### src/rtl/ram_arb_pkg.sv
// Shared types and helpers for the RAM arbiter and other round-robin arbiters.
// Provides the arbiter state encoding and a rotate-priority grant function.
package ram_arb_pkg;

  localparam int MAX_REQ = 4;
  localparam int IDX_W   = 2;

  typedef enum logic [1:0] {
    IDLE   = 2'd0,
    GRANT  = 2'd1,
    LOCKED = 2'd2
  } arb_state_e;

  // Zero-padded requests above NUM_REQ never win, so a fixed MAX_REQ-wide
  // rotation gives the same answer as a NUM_REQ-wide one.
  function automatic logic [MAX_REQ-1:0] rr_next(input logic [IDX_W-1:0] last,
                                                 input logic [MAX_REQ-1:0] req);
    logic [MAX_REQ-1:0] g;
    logic               found;
    g     = '0;
    found = 1'b0;
    for (int k = 1; k <= MAX_REQ; k++) begin
      for (int j = 0; j < MAX_REQ; j++) begin
        if (!found && req[j] && (j == ((int'(last) + k) % MAX_REQ))) begin
          g[j]  = 1'b1;
          found = 1'b1;
        end
      end
    end
    return g;
  endfunction

endpackage

### src/rtl/rr_pick.sv
// Combinational rotate-priority picker: one-hot grant to the first requester
// found searching upward from i_last+1, wrapping around.
module rr_pick
  import ram_arb_pkg::*;
#(
  parameter int NUM_REQ = 2
) (
  input  logic [NUM_REQ-1:0] i_req,
  input  logic [IDX_W-1:0]   i_last,
  output logic [NUM_REQ-1:0] o_gnt
);

  logic [MAX_REQ-1:0] w_req_pad;
  logic [MAX_REQ-1:0] w_gnt_pad;

  assign w_req_pad = MAX_REQ'(i_req);
  assign w_gnt_pad = rr_next(i_last, w_req_pad);
  assign o_gnt     = w_gnt_pad[NUM_REQ-1:0];

  generate
    if (NUM_REQ < MAX_REQ) begin : g_pad
      logic w_unused_hi;
      assign w_unused_hi = |w_gnt_pad[MAX_REQ-1:NUM_REQ];
    end
  endgenerate

endmodule

### src/rtl/ram_arbiter.sv
// Round-robin arbiter sharing one single-port synchronous RAM among NUM_REQ
// requesters, with burst lock and a one-cycle read tag for data steering.
module ram_arbiter
  import ram_arb_pkg::*;
#(
  parameter int DATA_WIDTH = 8,
  parameter int ADDR_WIDTH = 10,
  parameter int NUM_REQ    = 2
) (
  input  logic                          clk,
  input  logic                          rst,
  input  logic [NUM_REQ-1:0]            req,
  input  logic [NUM_REQ-1:0]            we,
  input  logic [NUM_REQ*ADDR_WIDTH-1:0] addr,
  input  logic [NUM_REQ*DATA_WIDTH-1:0] wdata,
  input  logic [NUM_REQ-1:0]            lock,
  output logic [NUM_REQ-1:0]            gnt,
  output logic [NUM_REQ-1:0]            rvalid,
  output logic [DATA_WIDTH-1:0]         rdata,
  output logic [DATA_WIDTH-1:0]         ram_data,
  output logic [ADDR_WIDTH-1:0]         ram_addr,
  output logic                          ram_we,
  input  logic [DATA_WIDTH-1:0]         ram_q
);

  localparam logic [IDX_W-1:0] LAST_RST = IDX_W'(NUM_REQ - 1);

  arb_state_e         r_state, w_state_next;
  logic [IDX_W-1:0]   r_last, w_last_next;
  logic [NUM_REQ-1:0] r_rd_tag;
  logic [NUM_REQ-1:0] w_pick, w_gnt;
  logic               w_hold;

  rr_pick #(.NUM_REQ(NUM_REQ)) u_pick (
    .i_req  (req),
    .i_last (r_last),
    .o_gnt  (w_pick)
  );

  // While locked, r_last still names the owner because it was the last grant.
  always_comb begin
    w_hold       = 1'b0;
    w_gnt        = '0;
    w_last_next  = r_last;
    w_state_next = IDLE;
    for (int j = 0; j < NUM_REQ; j++) begin
      if (j == int'(r_last)) begin
        w_hold = (r_state == LOCKED) && req[j] && lock[j];
      end
    end
    if (!rst) begin
      if (w_hold) begin
        for (int j = 0; j < NUM_REQ; j++) begin
          w_gnt[j] = (j == int'(r_last));
        end
        w_state_next = LOCKED;
      end else begin
        w_gnt = w_pick;
        for (int j = 0; j < NUM_REQ; j++) begin
          if (w_pick[j]) begin
            w_last_next  = IDX_W'(j);
            w_state_next = lock[j] ? LOCKED : GRANT;
          end
        end
      end
    end
  end

  always_comb begin
    ram_addr = '0;
    ram_data = '0;
    ram_we   = 1'b0;
    for (int j = 0; j < NUM_REQ; j++) begin
      if (w_gnt[j]) begin
        ram_addr = addr[j*ADDR_WIDTH +: ADDR_WIDTH];
        ram_data = wdata[j*DATA_WIDTH +: DATA_WIDTH];
        ram_we   = we[j];
      end
    end
  end

  always_ff @(posedge clk or posedge rst) begin
    if (rst) begin
      r_state  <= IDLE;
      r_last   <= LAST_RST;
      r_rd_tag <= '0;
    end else begin
      r_state  <= w_state_next;
      r_last   <= w_last_next;
      r_rd_tag <= w_gnt & ~we;
    end
  end

  assign gnt    = w_gnt;
  assign rvalid = r_rd_tag;
  assign rdata  = ram_q;

endmodule

### config.mk
export PLATFORM = sky130hd
export DESIGN_NAME = ram_arbiter
export DESIGN_NICKNAME = d
export VERILOG_FILES = /design/src/rtl/ram_arb_pkg.sv /design/src/rtl/rr_pick.sv /design/src/rtl/ram_arbiter.sv
export SDC_FILE = /design/constraint.sdc
export NUM_CORES = 1
export LEC_CHECK = 0
export ABC_CLOCK_PERIOD_IN_PS = 3000
export CORE_MARGIN = 2
export CORE_UTILIZATION = 34
export CTS_CLUSTER_SIZE = 10
export DETAILED_ROUTE_END_ITERATION = 8
export HOLD_SLACK_MARGIN = 0.15
export PLACE_DENSITY = 0.87
export SETUP_SLACK_MARGIN = 0.05
export SLEW_MARGIN = 20
export SYNTH_ARGS = -nofsm -noshare
export SYNTH_HDL_FRONTEND = slang
export SYNTH_SLANG_ARGS = --single-unit
### constraint.sdc
create_clock -name clk -period 3 [get_ports clk]
set_input_delay 0.9 -clock clk [delete_from_list [all_inputs] [get_ports clk]]
set_output_delay 0.9 -clock clk [all_outputs]
set_load 0.01 [all_outputs]
Yosys cells after proc, flatten, opt, wreduce, memory -nomap -nowiden
Index checks and enable logic that the tools add are counted.

Flip-flop bits (word level): 6. Output and inout bits: 31. Logic and storage cells: 90.

Add/subtract/negate cells: 4. Mux-type cells: 32. Reductions and logical operators: 37. Bitwise operators: 8. Equality and inequality tests: 6.

Operator list (count): $logic_not 32->1 (4); $mux 10 (2); $mux 2 (10); $logic_and 1x1->1 (19); $mux 1 (18); $mux 8 (2); $eq 2x3->1 const A (4); $reduce_or 2->1 (4); $logic_not 1->1 (7); $add 2x1->2 const B (2); $add 2x2->2 const B (2); $and 1x1->1 const A (4); $reduce_and 3->1 (1); $and 2x2->2 (1); $eq 2x2->1 const A (1); $eq 2x2->1 const B (1); $logic_not 2->1 (1); $not 1->1 (2); $not 2->2 (1); $reduce_bool 2->1 (1).

Logic depth before layout (Yosys ltp)
Gate-level depths: netlist of run 1.

Word-level depth: 38. Mapped depth: 5.

By module
A second synthesis of run 1 with hierarchy kept.

Cell total of the unflattened synthesis: 68. Area, all modules: 613.1 µm².

By module, submodules not included: ram_arbiter (cells an instance 64, instances 1, area an instance 590.6 µm²); rr_pick (cells an instance 4, instances 1, area an instance 22.5 µm²).

Worst setup path after synthesis of run 1
Ideal clock, no wire load.

Path type: input-to-output. From: input req[0]. To: output ram_addr[9]. Path buffers: 2. Path slack: 0.250 ns. Stages: 5. Data arrival time: 1.850 ns. Path through: buf_6 -> a21bo_1 -> a2bb2oi_4 -> buf_12 -> mux2i_1.

Word-level cells in the longest chain between the ends: 33.

RTL lines: from (decl) (line ram_arbiter.sv:12) `input logic [NUM_REQ-1:0] req,`; $logic_and 1x1->1 (line ram_arb_pkg.sv:24) `if (!found && req[j] && (j == ((int'(last) + k) % MAX_REQ))) begin`; $mux 1 (line ram_arb_pkg.sv:24); $logic_not 1->1 (line ram_arb_pkg.sv:24); $logic_and 1x1->1 (2 in series) (line ram_arb_pkg.sv:24); $mux 1 (line ram_arb_pkg.sv:24); $logic_not 1->1; $logic_and 1x1->1 (2 in series) (line ram_arb_pkg.sv:24); $mux 1 (line ram_arb_pkg.sv:24); (+13 left out); $logic_and 1x1->1 (2 in series) (line ram_arb_pkg.sv:24); $mux 1 (line ram_arb_pkg.sv:24); $logic_not 1->1 (line ram_arb_pkg.sv:24); $logic_and 1x1->1 (2 in series) (line ram_arb_pkg.sv:24); $mux 1 (line ram_arb_pkg.sv:24); $mux 2 * (line ram_arbiter.sv:52) `if (w_hold) begin`; $mux 2 * (line ram_arbiter.sv:51) `if (!rst) begin`; $mux 10 * (line ram_arbiter.sv:74) `if (w_gnt[j]) begin`; to (decl) (line ram_arbiter.sv:21) `output logic [ADDR_WIDTH-1:0] ram_addr,`.

Every way passes the cells marked *; elsewhere a longest branch is shown, timed or not.

Worst setup path after layout of run 1
From: input req[0]. To: output ram_addr[7].

Same word-level chain as after synthesis.

==> results of run 1 <==
[worst min path at each step]
stage	start	endpoint	cells after the start
floorplan	r_last[0]$_DFFE_PP1P_	r_last[0]$_DFFE_PP1P_	3
finish	r_last[0]$_DFFE_PP1P_	r_last[0]$_DFFE_PP1P_	3
CTS	r_last[0]$_DFFE_PP1P_	r_last[0]$_DFFE_PP1P_	3
global placement	r_last[0]$_DFFE_PP1P_	r_last[0]$_DFFE_PP1P_	3
detailed placement	r_last[0]$_DFFE_PP1P_	r_last[0]$_DFFE_PP1P_	3
global route	r_last[0]$_DFFE_PP1P_	r_last[0]$_DFFE_PP1P_	1
[state kept, by name, indices dropped and copies added (netlist names)]
register and cells:
r_state 2, r_last 1, rvalid 2
[placed cells by master, fill, tap and decap left out]
cell              n
a21bo_4           1
a2bb2oi_1         1
a2bb2oi_4         1
a31oi_1           1
a41o_1            1
and2_1            1
and3b_1           1
buf_12            1
buf_16            3
buf_2            22
buf_4            19
buf_6             4
buf_8             1
bufbuf_16         2
clkbuf_1          1
clkbuf_4          3
clkdlybuf4s50_1  40
dfrtp_1           4
dfstp_2           1
dlygate4sd2_1     2
inv_1             2
inv_2             1
mux2i_1          19
nand2_1          19
nand2b_1          1
nand3_1           1
nand4b_1          1
nand4b_4          1
nor2_1            2
nor2b_1           2
nor3_1            1
nor3b_1           2
o2111ai_1        19
o21ai_0           2
o221a_2           1
o311ai_0          1
or2b_4            1
[logic make-up after synthesis]
logic type	Yosys count
multiplexers	19
flip-flops	5
AO/OA/AOI/OAI	28
AND/OR/NAND/NOR	33
buffers and inverters	24
[worst reg2reg max path: stages, from the launching register on]
cell and delay (ns):
dfrtp_1 0.40, nand4b_1 0.23, a2bb2oi_4 0.21, buf_6 0.16
buf_16 0.12, buf_4 0.10, nor3b_1 0.20
[metal layers]
metal  track usage [%]  share of wire (%)  wire length [µm]  vias up
li1                  -                  -                 -      567
met1              30.7                 39              1580      575
met2              49.5                 52              2100       66
met3              6.51                7.4               300        6
met4              5.78                1.0                42        0
met5                 0                  0                 0        -
[per-stage QoR]
stage          instances  area (µm²)
6_report             216        1740
5_1_grt              216        1740
4_1_cts              217        1790
3_5_place_dp         199        1590
3_3_place_gp         199        1590
2_1_floorplan        109         917
[timing repair]
| item | 4_1_cts | 5_1_grt |
|---|---|---|
| endpoints found under the setup margin | 21 | 19 |
| gates cloned | 6 | 0 |
| gates resized for setup | 113 | 1 |
| buffers inserted | 8 | 2 |
| pin swaps | 3 | 2 |
| hold endpoints to repair | 0 | 0 |
[power groups by stage]
stage,registers [µW],logic (µW),clock network [µW]
2_1_floorplan,86.0,155,0
3_3_place_gp,87.4,266,0
3_5_place_dp,87.3,271,0
4_1_cts,87.4,325,84.5
5_1_grt,89.4,331,89.2
6_report,88.3,312,81.2
[cell type report]
type,count,area [µm²]
multi-input combinational,80,636
inverter,3,11.3
sequential,5,126
timing repair buffer,94,898
fill,192,787
tap,30,37.5
clock buffer,4,26.3
==> run_results.csv, run 1 <==
group,metric,value,unit
route,drt-initial-drc-count,80,
synthesis,yosys.area_share.simple,18.8,%
synthesis,yosysSeqAreaShare,13.8,%
route,drtPass1Iterations,4,
placement,dp_hpwl,2.36,mm
synthesis,synth-edff-count,0,
sta,rsz0062_at_grt,"yes",
placement,dpl_worst_slack,-0.744,ns
route,viasPerCell,5.62,
setup_path,r2r_start,"r_state[0]$_DFF_PP0_",
setup_path,startpoint,"req[0]",
setup_path,worst-setup-path-type,"input port to primary output",
global_route,grt_overflow,0,
die,die_w,55.9,µm
synthesis,yosysWarningCount,0,
synthesis,syn_area,917,µm²
setup_path,endpoint,"ram_addr[7]",
synthesis,synthMuxAreaShare,20.7,%
outcome,status,"finished, final reports clean",
finish,drive_above_1_share,33.3,%
sta,finalSetupTns,0,ns
synthesis,synth_xor_xnor_area_share,0,%
setup_path,path_max_fanout,5,
setup_path,reg2regPathDepth,6,
pwr,max-vdd-ir-drop,0.302,mV
sta,postLayoutSetupSlackWorst,0.0510,ns
synthesis,syn_avg_cell_area,8.41,µm²
die,initial_core_util,36.4,%
clock_network,cts.clk_slew.worst_paths,0.05,ns
route,ant_nets,0,
sta,slew_headroom,75.4,%
setup_path,required,2.10,ns
clock_network,clockRootBuffer,"clkbuf_4",
synthesis,synth_top_area_share,20.7,%
sta,finalSetupViolCount,0,
run,maxCapViolCount,0,
pwr,switchingPower,171,µW
pwr,leakagePower,0.000813,µW
pwr,internal_power,310,µW
clock_network,clk_path_buf_depth,2,
global_route,grt_pass1_vias,1286,
synthesis,synth_fa_ha_area_share,0,%
finish,fin_nets,239,
pwr,pwr-share-comb,64.8,%
die,ioPinCount,83,
die,die_h,55.9,µm
sta,whs,0.703,ns
clock_network,ctsHoldBuffers,0,
clock_network,clock-sinks,5,
route,wire_per_inst,18.7,µm
die,core_area,2520,µm²
clock_network,cts_htree_levels,1,
pwr,seqPwrFrac,18.4,%
setup_path,crit_family,"buffers and inverters",
route,wl,4.03,mm
pwr,fin_total_pwr,481,µW
setup_path,worstSetupStartpointType,"input port",
sta,max_freq,339,MHz
finish,antenna_cells,0,
synthesis,synth_ff_type,"dfrtp_1",
setup_path,reg2reg_slack,1.47,ns
die,rows,18,
sta,period_needed,2.95,ns
global_route,grt_max_degree,25,
synthesis,synth-seq-cells,5,
hold_path,hold_path.class,"register to register",
finish,utilization,68.8,%
finish,area_delta_synth_final,89.2,%
setup_path,cp_cell_sequence,"buf_8 > a21bo_4 > a2bb2oi_4 > buf_6 > buf_16 > mux2i_1 > buf_2",
synthesis,synth_commonest_cells,"mux2i_1 (19), nand2_1 (19), o2111ai_1 (19), buf_4 (10), clkbuf_1 (6)",
synthesis,synthCells,109,
sta,hold_viol,0,
route,route.detailed.drc,0,
sta,post-route-period-util,98.3,%
pwr,sw_frac_of_total,35.5,%
clock_network,clk_latency,0.25,ns
sta,tightest_slew,0.365,ns
pwr,pwr-share-clk,16.9,%
setup_path,cp-end-kind,"primary output",
die,die-area,3130,µm²
global_route,grt_pass1_wl,6.58,mm
setup_path,arrival,2.05,ns
sta,fin_skew,0.00424,ns
setup_path,slowest_delay,0.22,ns
synthesis,synth_nets,161,
synthesis,synth_top_family_by_area,"compound AO/OA/AOI/OAI gates",
sta,final_max_slew_viol_count,0,
route,vias,1214,
global_route,antenna_found_initial,0,
clock_network,cts_tree,"yes",
clock_network,cts_made_buffers,3,
setup_path,path_buf_inv,4,
synthesis,yosysTopAreaCell,"mux2i_1",
synthesis,synth_compound_area_share,28.1,%
setup_path,cp.depth,7,
synthesis,synth_area_leaders,"mux2i_1 (21%), o2111ai_1 (18%), dfrtp_1 (11%)",
placement,io_buffers,66,
placement,gp_congestion,0.864,
global_route,grtUsageTotal,26.7,%
synthesis,synth.distinct_cells,30,
setup_path,r2r-end,"rvalid[1]$_DFF_PP0_",
setup_path,slowest_stage,"a21bo_4",
pwr,power_density,277,nW/µm²
synthesis,async_reset_ff_share,100,%
(Power assumes the default switching activity.)
==> run 2: changes to the inputs <==
--- a/config.mk
+++ b/config.mk
@@ -11,7 +11,7 @@
 export CTS_CLUSTER_SIZE = 10
 export DETAILED_ROUTE_END_ITERATION = 8
 export HOLD_SLACK_MARGIN = 0.15
-export PLACE_DENSITY = 0.87
+export PLACE_DENSITY = 0.92
 export SETUP_SLACK_MARGIN = 0.05
 export SLEW_MARGIN = 20
 export SYNTH_ARGS = -nofsm -noshare
==> run_results.csv, run 2 (synthesis results as in run 1) <==
group,metric,value,unit
global_route,grt_pass1_wl,5.40,mm
sta,period_needed,2.91,ns
setup_path,cp-end-kind,"primary output",
setup_path,worst-setup-path-type,"input port to primary output",
placement,gp_congestion,0.807,
clock_network,clk_latency,0.25,ns
sta,fin_skew,0.00104,ns
finish,final_common_cell,"clkdlybuf4s50_1",
die,die-area,3130,µm²
pwr,max-vdd-ir-drop,0.243,mV
sta,rsz0062_at_grt,"yes",
finish,utilization,67.4,%
route,route.detailed.drc,0,
sta,hold_viol,0,
setup_path,required,2.10,ns
placement,dp_hpwl,2.33,mm
die,die_w,55.9,µm
sta,post-route-period-util,96.9,%
route,wire_per_inst,16.1,µm
route,ant_nets,0,
finish,seqCellArea,126,µm²
pwr,fin_total_pwr,484,µW
pwr,leakagePower,0.000780,µW
sta,final_max_slew_viol_count,0,
clock_network,cts_made_buffers,3,
clock_network,clock-sinks,5,
pwr,switchingPower,170,µW
route,drt-initial-drc-count,43,
sta,whs,0.712,ns
die,die_h,55.9,µm
global_route,grt_max_degree,25,
finish,antenna_cells,0,
pwr,sw_frac_of_total,35.2,%
clock_network,ctsHoldBuffers,0,
clock_network,cts_tree,"yes",
sta,finalSetupViolCount,0,
clock_network,cts_htree_levels,1,
die,initial_core_util,36.4,%
setup_path,worstSetupStartpointType,"input port",
placement,dpl_worst_slack,-0.708,ns
pwr,seqPwrFrac,18.2,%
global_route,grtUsageTotal,21.5,%
sta,postLayoutSetupSlackWorst,0.0925,ns
clock_network,clockRootBuffer,"clkbuf_4",
route,wl,3.40,mm
outcome,status,"finished, final reports clean",
route,drtPass1Iterations,4,
finish,most-common-layout-cells,"clkdlybuf4s50_1 (40), buf_2 (21), o2111ai_1 (19), nand2_1 (19), mux2i_1 (19)",
global_route,grt_pass1_vias,1117,
sta,slew_headroom,77.7,%
die,ioPinCount,83,
global_route,grt_overflow,0,
finish,area_delta_synth_final,85.3,%
run,maxCapViolCount,0,
route,met2_length,1.67,mm
pwr,pwr-share-comb,64.2,%
die,rows,18,
finish,drive_above_1_share,31.5,%
clock_network,clk_path_buf_depth,2,
pwr,internal_power,314,µW
pwr,pwr-share-clk,17.7,%
finish,fin_nets,234,
finish,multi_input_area,636,µm²
hold_path,hold_path.class,"register to register",
clock_network,cts.clk_slew.worst_paths,0.05,ns
route,viasPerCell,5.61,
route,highest_layer,"met4",
global_route,antenna_found_initial,0,
die,core_area,2520,µm²
setup_path,path_max_fanout,6,
finish,fillCellCount,198,
route,vias,1183,
route,met1_length,1.40,mm
placement,io_buffers,66,
sta,max_freq,344,MHz
sta,finalSetupTns,0,ns
route,dr_wl_met3,249,µm
sta,tightest_slew,0.331,ns
setup_path,arrival,2.01,ns
pwr,power_density,285,nW/µm²
[run 2: cell count changes in the layout (fill, tap and decap cells not counted)]
cell	before	now
buf_4	19	14
buf_6	4	2
buf_8	1	3
buf_12	1	2
buf_2	22	21
bufbuf_16	2	1
clkdlybuf4s15_2	0	1
o21ai_0	2	1
o21ai_1	0	1
[run 2: stage by stage]
step                area (µm²)  instances
floorplan                  917        109
global placement          1600        201
detailed placement        1600        201
CTS                       1700        211
global route              1700        211
finish                    1700        211
[run 2: power by group through the flow]
stage          combinational [µW]  sequential [µW]  clock (µW)
6_report                      310             87.9        85.5
5_1_grt                       330             89.4        87.8
4_1_cts                       309             87.8        85.9
3_5_place_dp                  272             87.8           0
3_3_place_gp                  265             87.4           0
2_1_floorplan                 155             86.0           0
[run 2: final timing paths]
kind / start / slack, ns / depth (start not counted) / endpoint
min in group asynchronous: rst / 1.00 / 4 / rvalid[1]$_DFF_PP0_
worst min register to register: r_last[0]$_DFFE_PP1P_ / 0.71 / 1 / r_last[0]$_DFFE_PP1P_
worst max-delay path: req[0] / 0.09 / 7 / ram_addr[3]
worst min-delay path: r_last[0]$_DFFE_PP1P_ / 0.71 / 1 / r_last[0]$_DFFE_PP1P_
worst max register to register: r_last[0]$_DFFE_PP1P_ / 1.51 / 6 / rvalid[1]$_DFF_PP0_
max in group asynchronous: rst / 1.72 / 4 / r_last[0]$_DFFE_PP1P_
[run 2: per-layer routing]
layer  global-route usage, %  vias up
met5                       0        -
met1                    26.6      554
met4                    9.18        0
met2                    36.7       56
li1                        -      558
met3                    3.49       15
[run 2: layout make-up]
class / count / area share (%)
Inverter: 3 / 0.663
Clock buffer: 4 / 1.55
Timing Repair Buffer: 89 / 50.7
Tap cell: 30 / 2.21
Multi-Input combinational cell: 80 / 37.4
Sequential cell: 5 / 7.44
[run 2: worst max-delay path, cell delays in order]
cell       delay (ns)
buf_8            0.11
a21bo_4          0.21
a2bb2oi_4        0.16
buf_12           0.15
buf_12           0.13
mux2i_1          0.19
buf_2            0.15
[run 2: what timing repair did]
action,CTS,global route
pin swaps,2,2
setup buffers,3,0
cloned,4,0
endpoints found under the setup margin,21,4
resized for setup,112,1
==> run 3: changes to the inputs <==
--- a/config.mk
+++ b/config.mk
@@ -5,13 +5,14 @@
 export SDC_FILE = /design/constraint.sdc
 export NUM_CORES = 1
 export LEC_CHECK = 0
-export ABC_CLOCK_PERIOD_IN_PS = 3000
+export ABC_AREA = 1
+export ABC_CLOCK_PERIOD_IN_PS = 3100
 export CORE_MARGIN = 2
-export CORE_UTILIZATION = 34
+export CORE_UTILIZATION = 26
 export CTS_CLUSTER_SIZE = 10
 export DETAILED_ROUTE_END_ITERATION = 8
 export HOLD_SLACK_MARGIN = 0.15
-export PLACE_DENSITY = 0.92
+export PLACE_DENSITY = 0.84
 export SETUP_SLACK_MARGIN = 0.05
 export SLEW_MARGIN = 20
 export SYNTH_ARGS = -nofsm -noshare
==> constraint.sdc (replaced) <==
create_clock -name clk -period 3.1 [get_ports clk]
set_input_delay 0.93 -clock clk [delete_from_list [all_inputs] [get_ports clk]]
set_output_delay 0.93 -clock clk [all_outputs]
set_load 0.01 [all_outputs]
==> run_results.csv, run 3 <==
group,metric,value,unit
setup_path,arrival,2.05,ns
die,core_area,2500,µm²
clock_network,cts.clk_slew.worst_paths,0.04,ns
pwr,max-vdd-ir-drop,0.223,mV
finish,fin_nets,249,
placement,io_buffers,66,
pwr,leakagePower,0.000787,µW
placement,dpl_worst_slack,-0.521,ns
die,ioPinCount,83,
clock_network,clk_latency,0.24,ns
global_route,grtUsageTotal,18.7,%
synthesis,yosysMostFrequentCell,"nand3_1",
die,die_w,55.7,µm
route,drt-initial-drc-count,12,
finish,final_common_cell,"nand3_1",
setup_path,endpoint,"gnt[1]",
setup_path,path_max_fanout,10,
die,initial_core_util,27.8,%
synthesis,synth-edff-count,0,
outcome,status,"finished, final reports clean",
sta,post-route-period-util,96.1,%
synthesis,async_reset_ff_share,100,%
setup_path,reg2regPathDepth,8,
route,vias,1107,
synthesis,synth_top_family_by_area,"simple AND/OR/NAND/NOR gates",
finish,drive_above_1_share,30.1,%
setup_path,cp-end-kind,"primary output",
sta,max_freq,336,MHz
setup_path,startpoint,"req[1]",
synthesis,synth_commonest_cells,"nand3_1 (42), nand2_1 (30), buf_4 (11), inv_1 (9)",
clock_network,clock-sinks,5,
run,maxCapViolCount,0,
synthesis,syn_area,696,µm²
synthesis,synth_compound_area_share,3.24,%
global_route,grt_pass1_wl,4.77,mm
synthesis,syn_avg_cell_area,5.90,µm²
pwr,power_density,274,nW/µm²
synthesis,synthCells,118,
setup_path,reg2reg_slack,1.66,ns
route,route.detailed.drc,0,
sta,finalSetupTns,0,ns
global_route,antenna_found_initial,0,
clock_network,clockRootBuffer,"clkbuf_4",
synthesis,synthMuxAreaShare,0,%
placement,place_area,1400,µm²
sta,final_max_slew_viol_count,0,
sta,period_needed,2.98,ns
die,die-area,3110,µm²
hold_path,hold_path.class,"register to register",
synthesis,yosysTopAreaCell,"nand3_1",
clock_network,clk_path_buf_depth,2,
setup_path,r2r_start,"r_last[0]$_DFFE_PP1P_",
die,die_h,55.7,µm
clock_network,cts_tree,"yes",
finish,utilization,58.1,%
synthesis,synth_ff_type,"dfrtp_1",
synthesis,yosysWarningCount,0,
synthesis,synth_area_leaders,"nand3_1 (30%), nand2_1 (16%), dfrtp_1 (14%)",
placement,gp_congestion,0.760,
setup_path,worst-setup-path-type,"input port to primary output",
synthesis,synth-seq-cells,5,
route,wire_per_inst,12.5,µm
route,wl,2.84,mm
synthesis,synth_top_area_share,30.2,%
clock_network,cts_htree_levels,1,
route,drtPass1Iterations,3,
synthesis,synth_fa_ha_area_share,0,%
route,ant_nets,0,
sta,fin_skew,0.00112,ns
clock_network,cts_made_buffers,3,
finish,finalInstanceArea,1450,µm²
synthesis,yosysSeqAreaShare,18.2,%
global_route,grt_overflow,0,
synthesis,synth.distinct_cells,18,
setup_path,required,2.17,ns
finish,most-common-layout-cells,"nand3_1 (42), clkdlybuf4s50_1 (40), nand2_1 (28)",
global_route,grt_pass1_vias,1123,
sta,slew_headroom,86.6,%
synthesis,yosys.area_share.simple,55.9,%
route,viasPerCell,4.90,
sta,tightest_slew,0.201,ns
die,rows,18,
setup_path,worstSetupStartpointType,"input port",
sta,hold_viol,0,
synthesis,synth_nets,170,
sta,rsz0062_at_grt,"yes",
finish,antenna_cells,0,
global_route,grt_max_degree,12,
setup_path,r2r-end,"r_last[0]$_DFFE_PP1P_",
finish,area_delta_synth_final,109,%
synthesis,synth_xor_xnor_area_share,0,%
sta,finalSetupViolCount,0,
placement,dp_hpwl,2.06,mm
sta,postLayoutSetupSlackWorst,0.120,ns
==> run 3: how the worst min path moves through the flow <==
| stage | start | end | slack, ns | depth (start not counted) |
|---|---|---|---|---|
| 2_1_floorplan | r_last[0]$_DFFE_PP1P_ | r_last[0]$_DFFE_PP1P_ | 0.50 | 2 |
| 3_3_place_gp | r_last[0]$_DFFE_PP1P_ | r_last[0]$_DFFE_PP1P_ | 0.54 | 2 |
| 3_5_place_dp | r_last[0]$_DFFE_PP1P_ | r_last[0]$_DFFE_PP1P_ | 0.56 | 2 |
| 4_1_cts | r_last[0]$_DFFE_PP1P_ | r_last[0]$_DFFE_PP1P_ | 0.57 | 2 |
| 5_1_grt | r_last[0]$_DFFE_PP1P_ | r_last[0]$_DFFE_PP1P_ | 0.62 | 2 |
| 6_report | r_last[0]$_DFFE_PP1P_ | r_last[0]$_DFFE_PP1P_ | 0.57 | 2 |
==> run 3: power breakdown <==
part	switching (µW)	internal, µW	leakage [µW]
Combinational	110	136	0.000708
Clock	24.9	48.5	0.0000150
Sequential	3.87	73.8	0.0000638
Total	139	259	0.000787
==> run 3: layer usage <==
layer / GRT usage, % / vias up / share of wire [%]
met3: 4.42 / 8 / 6.1
met4: 5.92 / 0 / 0.81
met2: 37.6 / 39 / 57
li1: - / 539 / -
met5: 0 / - / 0
met1: 18.4 / 521 / 36
==> run 3: cell type report <==
| class | count | area (µm²) |
|---|---|---|
| clock buffers | 4 | 26.3 |
| fillers | 249 | 1050 |
| inverters | 10 | 37.5 |
| multi-input cells | 87 | 432 |
| flip-flops and latches | 5 | 126 |
| well taps | 30 | 37.5 |
| repair buffers | 90 | 793 |
==> run 3: per-stage QoR <==
step                      hold slack [ns]  cells  power, µW
after floorplan                     0.504    118        188
after global placement              0.538    213        310
after detailed placement            0.565    213        316
after CTS                           0.571    225        403
after global routing                0.616    226        425
final                               0.568    226        397
==> run 3: logic make-up (layout without fill, tap and decap cells) <==
logic type,count (synthesis),count (layout)
flip-flops,5,5
AND/OR/NAND/NOR,83,83
AO/OA/AOI/OAI,4,4
buffers and inverters,26,104
==> run 3: worst max-delay path: stages <==
cell             delay (ns)
dlygate4sd2_1          0.26
nand2_1                0.12
nand2_1                0.09
nand2_1                0.11
nand2_4                0.09
buf_16                 0.15
nand2_4                0.05
inv_1                  0.03
clkdlybuf4s15_1        0.22
==> run 3: repair_timing <==
action | in CTS | in global routing
setup buffers | 5 | 1
setup endpoints to repair | 21 | 13
resized for setup | 105 | 5
pin swaps | 6 | 3
gates cloned | 3 | 0
hold buffers | 0 | 0
